==> config.mk <==
export PLATFORM = sky130hd
export DESIGN_NAME = noise_burst_mixer
export DESIGN_NICKNAME = d
export VERILOG_FILES = /design/src/rtl/noise_burst_mixer.sv
export SDC_FILE = /design/constraint.sdc
export NUM_CORES = 1
export LEC_CHECK = 0
export BUFFER_PORTS_ARGS = -buffer_cell sky130_fd_sc_hd__buf_2
export CORE_MARGIN = 8
export CORE_UTILIZATION = 60
export DETAILED_ROUTE_END_ITERATION = 10
export GPL_TIMING_DRIVEN = 0
export HOLD_SLACK_MARGIN = 0.02
export PLACE_DENSITY = 0.83
export SYNTH_ARGS = -nofsm -noshare
export SYNTH_HDL_FRONTEND = slang
export SYNTH_SLANG_ARGS = --single-unit
==> constraint.sdc <==
create_clock -name clk -period 7.6 [get_ports clk]
set_clock_uncertainty 0.1 [all_clocks]
set_input_delay 0.76 -clock clk [delete_from_list [all_inputs] [get_ports clk]]
set_output_delay 0.76 -clock clk [all_outputs]
set_load 0.02 [all_outputs]
==> src/rtl/noise_burst_mixer.sv <==
// Multi-voice noise source: each channel is LFSR noise scaled by a direct or decaying-envelope level, summed, then low-pass filtered.
// Advances once per 48 kHz strobe; out is registered and lags the level/noise state by one sample.
module noise_burst_mixer #(
    parameter int CHANNELS   = 2,
    parameter int VOL_W      = 4,
    parameter int OUT_W      = 16,
    parameter int LFSR_W     = 17,
    parameter int NOISE_DIV  = 4,
    parameter int DECAY_DIV  = 480,
    parameter int FILT_SHIFT = 3
) (
    input  logic                      clk,
    input  logic                      rst,
    input  logic                      clk_48KHz_en,
    input  logic [CHANNELS*VOL_W-1:0] vol,
    input  logic [CHANNELS-1:0]       trig,
    input  logic [CHANNELS-1:0]       mode,
    output logic [OUT_W-1:0]          out
);
    localparam int SHIFT  = OUT_W - 1 - VOL_W - $clog2(CHANNELS);
    localparam int ACC_W  = OUT_W + FILT_SHIFT + 1;
    localparam int NCNT_W = $clog2(NOISE_DIV + 1);
    localparam int DCNT_W = $clog2(DECAY_DIV + 1);

    // Maximal-length feedback taps, bit (t-1) set for each tap t.
    function automatic logic [31:0] tap_table(input int w);
        case (w)
            3:       tap_table = 32'h0000_0006;
            4:       tap_table = 32'h0000_000C;
            5:       tap_table = 32'h0000_0014;
            6:       tap_table = 32'h0000_0030;
            7:       tap_table = 32'h0000_0060;
            8:       tap_table = 32'h0000_00B8;
            9:       tap_table = 32'h0000_0110;
            10:      tap_table = 32'h0000_0240;
            11:      tap_table = 32'h0000_0500;
            12:      tap_table = 32'h0000_0829;
            13:      tap_table = 32'h0000_100D;
            14:      tap_table = 32'h0000_2015;
            15:      tap_table = 32'h0000_6000;
            16:      tap_table = 32'h0000_D008;
            17:      tap_table = 32'h0001_2000;
            18:      tap_table = 32'h0002_0400;
            19:      tap_table = 32'h0004_0023;
            20:      tap_table = 32'h0009_0000;
            21:      tap_table = 32'h0014_0000;
            22:      tap_table = 32'h0030_0000;
            23:      tap_table = 32'h0042_0000;
            24:      tap_table = 32'h00E1_0000;
            default: tap_table = 32'h0000_0000;
        endcase
    endfunction

    localparam logic [31:0] TAPS = tap_table(LFSR_W);

    if (SHIFT < 0) begin : g_bad_shift
        $error("noise_burst_mixer: OUT_W too narrow for VOL_W and CHANNELS");
    end
    if (CHANNELS < 1 || CHANNELS > 8 || CHANNELS > LFSR_W) begin : g_bad_channels
        $error("noise_burst_mixer: CHANNELS out of range");
    end
    if (TAPS == 32'h0) begin : g_bad_lfsr
        $error("noise_burst_mixer: no tap set for this LFSR_W");
    end
    if (NOISE_DIV < 1 || NOISE_DIV > 255 || DECAY_DIV < 1 || DECAY_DIV > 65535) begin : g_bad_div
        $error("noise_burst_mixer: divider out of range");
    end

    function automatic logic signed [OUT_W-1:0] amp_of(input logic [VOL_W-1:0] lvl);
        amp_of = $signed({{(OUT_W-VOL_W){1'b0}}, lvl} << SHIFT);
    endfunction

    logic [LFSR_W-1:0]        lfsr;
    logic [LFSR_W-1:0]        lfsr_step;
    logic [NCNT_W-1:0]        noise_cnt;
    logic [DCNT_W-1:0]        decay_cnt;
    logic                     noise_wrap;
    logic                     decay_tick;
    logic [VOL_W-1:0]         level [CHANNELS];
    logic [CHANNELS-1:0]      trig_prev;
    logic [CHANNELS-1:0]      pending;
    logic [CHANNELS-1:0]      trig_evt;
    logic signed [OUT_W-1:0]  x;
    logic signed [ACC_W-1:0]  acc;
    logic signed [ACC_W-1:0]  acc_next;

    assign noise_wrap = (noise_cnt == NCNT_W'(NOISE_DIV - 1));
    assign decay_tick = (decay_cnt == DCNT_W'(DECAY_DIV - 1));
    // A rising edge on the same clock as a strobe is seen by that strobe.
    assign trig_evt   = pending | (trig & ~trig_prev);

    always_comb begin
        lfsr_step = {lfsr[LFSR_W-2:0], ^(lfsr & TAPS[LFSR_W-1:0])};
        if (lfsr == '0) begin
            lfsr_step = '1;
        end
    end

    always_comb begin
        x = '0;
        for (int c = 0; c < CHANNELS; c++) begin
            if (lfsr[c]) begin
                x = x + amp_of(level[c]);
            end else begin
                x = x - amp_of(level[c]);
            end
        end
    end

    assign acc_next = acc + $signed({{(FILT_SHIFT+1){x[OUT_W-1]}}, x}) - (acc >>> FILT_SHIFT);

    always_ff @(posedge clk or posedge rst) begin
        if (rst) begin
            trig_prev <= '0;
            pending   <= '0;
        end else begin
            trig_prev <= trig;
            pending   <= clk_48KHz_en ? '0 : trig_evt;
        end
    end

    always_ff @(posedge clk or posedge rst) begin
        if (rst) begin
            lfsr      <= '1;
            noise_cnt <= '0;
            decay_cnt <= '0;
            acc       <= '0;
            out       <= '0;
            for (int c = 0; c < CHANNELS; c++) begin
                level[c] <= '0;
            end
        end else if (clk_48KHz_en) begin
            noise_cnt <= noise_wrap ? '0 : noise_cnt + NCNT_W'(1);
            decay_cnt <= decay_tick ? '0 : decay_cnt + DCNT_W'(1);
            if (noise_wrap) begin
                lfsr <= lfsr_step;
            end
            for (int c = 0; c < CHANNELS; c++) begin
                if (!mode[c] || trig_evt[c]) begin
                    level[c] <= vol[c*VOL_W +: VOL_W];
                end else if (decay_tick && level[c] != '0) begin
                    level[c] <= level[c] - VOL_W'(1);
                end
            end
            acc <= acc_next;
            out <= acc_next[OUT_W+FILT_SHIFT-1:FILT_SHIFT];
        end
    end
endmodule
==> results.py <==
metrics = {
    "run_status": {
        "status": "finished clean",
    },
    "worst_setup_path": {
        "critical_path_class": "reg -> reg",
        "critPathMaxFanout": 6,
        "cpMostUsedCell": "ha_1",
        "slowest_delay_ns": 0.62,
        "arrival_ns": 4.94,
        "crit_path_end_kind": "flip-flop",
        "startpoint_type": "flip-flop",
        "required_ns": 7.73,
        "cp_slowest_cell": "xnor2_1",
        "path_cells": "inv_1 -> ha_1 -> mux2_2 -> ha_1 -> a21o_1 -> a21oi_1 -> o21bai_1 -> a21oi_1 -> xnor2_1 -> fa_1 -> ha_1 -> a21o_1 -> a2111oi_2 -> o21ai_0 -> o211ai_1 -> mux2i_1 -> xnor2_1",
    },
    "route": {
        "first_pass_iters": 5,
        "detail-route-antenna-nets": 0,
        "drc": 0,
        "drt-total-wl_um": 9430,
        "drt_iter0_drc": 154,
        "wl_per_cell_um": 16.1,
        "viasPerCell": 5.78,
        "dr_total_vias": 3379,
    },
    "synth": {
        "ys_seq_area_share_pct": 35.9,
        "synth_nets": 504,
        "ys_ff_latch": 61,
        "synth_cells": 440,
        "synth_area_leaders": "dfrtp_1, ha_1, dfstp_2",
        "synth_area_um2": 4320,
        "synth-edff-count": 0,
        "syn_avg_cell_area_um2": 9.81,
        "synthDistinctLibCells": 54,
        "synth_top_cell_by_area": "dfrtp_1",
        "synthArstFlopShare_pct": 100,
        "ys_warn_count": 0,
        "synth_top_area_share_pct": 25.5,
        "ys.flop_type": "dfrtp_1",
    },
    "floorplan": {
        "dieArea_um2": 10200,
        "coreArea_um2": 7100,
        "ios": 31,
        "num_rows": 31,
        "start_util_pct": 60.8,
        "die_w_um": 101,
        "die_h_um": 101,
    },
    "grt": {
        "grt_pass1_wl_um": 16100,
        "grt_pass1_vias": 3433,
        "antenna_found_initial": 0,
        "grt_max_degree": 36,
        "groute.usage.overall_pct": 20.0,
        "gr-total-overflow": 0,
    },
    "clock_network": {
        "cts_tree": "done",
        "cts_setup_buffers": 0,
        "cts-resized-gates": 0,
        "path_clk_slew_ns": 0.08,
        "worstSkewPairLatency_ns": 0.35,
        "clockBufferDepth": 2,
        "cts_buffers": 9,
        "clkSinkCount": 61,
        "htreeDepth": 3,
        "clockRootBuffer": "clkbuf_8",
        "cts_hold_buf": 0,
    },
    "sta": {
        "fmax_mhz": 208,
        "post-route-period-util_pct": 63.3,
        "finalMaxSlewViolations": 0,
        "relSlewSlack_pct": 49.6,
        "setup-tns-final_ns": 0,
        "hold_viol": 0,
        "fin_crit_ns": 4.81,
        "setup_viol": 0,
        "rsz0062_at_grt": "false",
        "worst-slew-pin-transition_ns": 0.751,
    },
    "layout": {
        "layout_common_cells": "dfrtp_1, inv_1, ha_1",
        "stdcell_count": 585,
        "nFillCells": 561,
        "seqCellArea_um2": 1550,
        "diodes": 0,
        "areaGrowthSynthToFinish_pct": 10.7,
        "layout_commonest_cell": "dfrtp_1",
        "multiInputGateArea_um2": 2450,
        "layout-drive-gt1-share_pct": 24.7,
        "finalNetCount": 545,
    },
    "place": {
        "gp_congestion": 0.906,
        "portBuffers": 29,
        "placed_cells": 569,
        "hpwl_um": 6990,
    },
    "run": {
        "cap_viol_max_count": 0,
    },
    "hold_path": {
        "hold_path_class": "in -> async",
    },
}
routing by layer:
metal  GRT usage [%]  vias up  routed length, um
met5               0        -                  0
met4            8.72        0                155
met3            3.87       13                507
met2            33.8       86               4650
met1            23.9     1649               4120
li1                -     1631                  -
Yosys cell counts (all sizes together), types with 3 or more instances:
| library cell | number |
|---|---|
| a21oi | 29 |
| nand3 | 9 |
| a31oi | 4 |
| xor2 | 8 |
| nand2 | 23 |
| ha | 38 |
| nor3 | 3 |
| buf | 21 |
| nand4 | 5 |
| dfrtp | 44 |
| or3 | 5 |
| inv | 39 |
| fa | 11 |
| clkbuf | 5 |
| and3 | 8 |
| nor3b | 7 |
| nor4 | 7 |
| nor2b | 3 |
| dfstp | 17 |
| mux2i | 4 |
| o211ai | 6 |
| a211oi | 4 |
| xnor2 | 18 |
| nor2 | 38 |
| a21o | 6 |
| o22a | 17 |
| mux2 | 6 |
| o21ai | 27 |
state kept, by name, summed over array words and instances (netlist names):
name	count
decay_cnt	9
out	15
level	8
noise_cnt	3
acc	5
lfsr	17
trig_prev	2
pending	2
kinds of logic (layout without fill, tap and decap cells):
kind of cell / count (synthesis) / after routing / synth area share (%)
AO/OA/AOI/OAI: 115 / 115 / 19.8
AND/OR/NAND/NOR: 114 / 114 / 13.0
buffers and inverters: 65 / 111 / 7.48
flip-flops: 61 / 61 / 35.9
adder cells (fa/ha/maj): 49 / 49 / 16.1
XOR/XNOR: 26 / 26 / 5.28
multiplexers: 10 / 10 / 2.49
metrics by stage:
step / instance area, um2 / hold WS [ns] / util, % / setup slack [ns]
after floorplan: 4320 / 0.349 / - / 3.29
after detailed placement: 4610 / 0.374 / 64.9 / 2.86
final: 4780 / 0.372 / 67.3 / 2.79
after global placement: 4590 / 0.366 / 64.6 / 2.97
after CTS: 4780 / 0.375 / 67.3 / 2.83
after global routing: 4780 / 0.417 / 67.3 / 2.51
final timing paths:
kind	slack, ns	end	cells after the start	start
setup reg to reg	2.79	acc[19]$_DFFE_PP0P_	17	level[0]$_DFFE_PP0P_
hold reg to reg	0.39	pending[0]$_DFF_PP0_	2	pending[0]$_DFF_PP0_
min in group clk	0.39	pending[0]$_DFF_PP0_	2	pending[0]$_DFF_PP0_
hold / removal	0.37	decay_cnt[5]$_DFFE_PP0P_	2	rst
max in group asynchronous	6.37	lfsr[0]$_DFFE_PP1P_	3	rst
setup / recovery	2.79	acc[19]$_DFFE_PP0P_	17	level[0]$_DFFE_PP0P_
layout make-up:
| cell class | count | share of cell area [%] |
|---|---|---|
| multi-input combinational | 314 | 51.2 |
| sequential | 61 | 32.4 |
| buffer | 26 | 3.69 |
| timing repair buffer | 30 | 3.46 |
| inverter | 39 | 3.06 |
| clock buffer | 9 | 2.59 |
| tap | 99 | 2.59 |
| clock inverter | 7 | 1.05 |
worst max-delay path: cells and delay by family (launching register included):
| kind | cells | cell delay [ns] |
|---|---|---|
| buffers and inverters | 1 | 0.08 |
| muxes | 2 | 0.39 |
| DFF | 1 | 0.48 |
| xor gates and xnor gates | 2 | 0.75 |
| adders and majority gates | 4 | 1.55 |
| AOI/OAI and AO/OA | 8 | 1.33 |
Power is left out: the tool's default activity adds up to more than one toggle a clock period on the data nets, which glitch-free logic cannot reach.
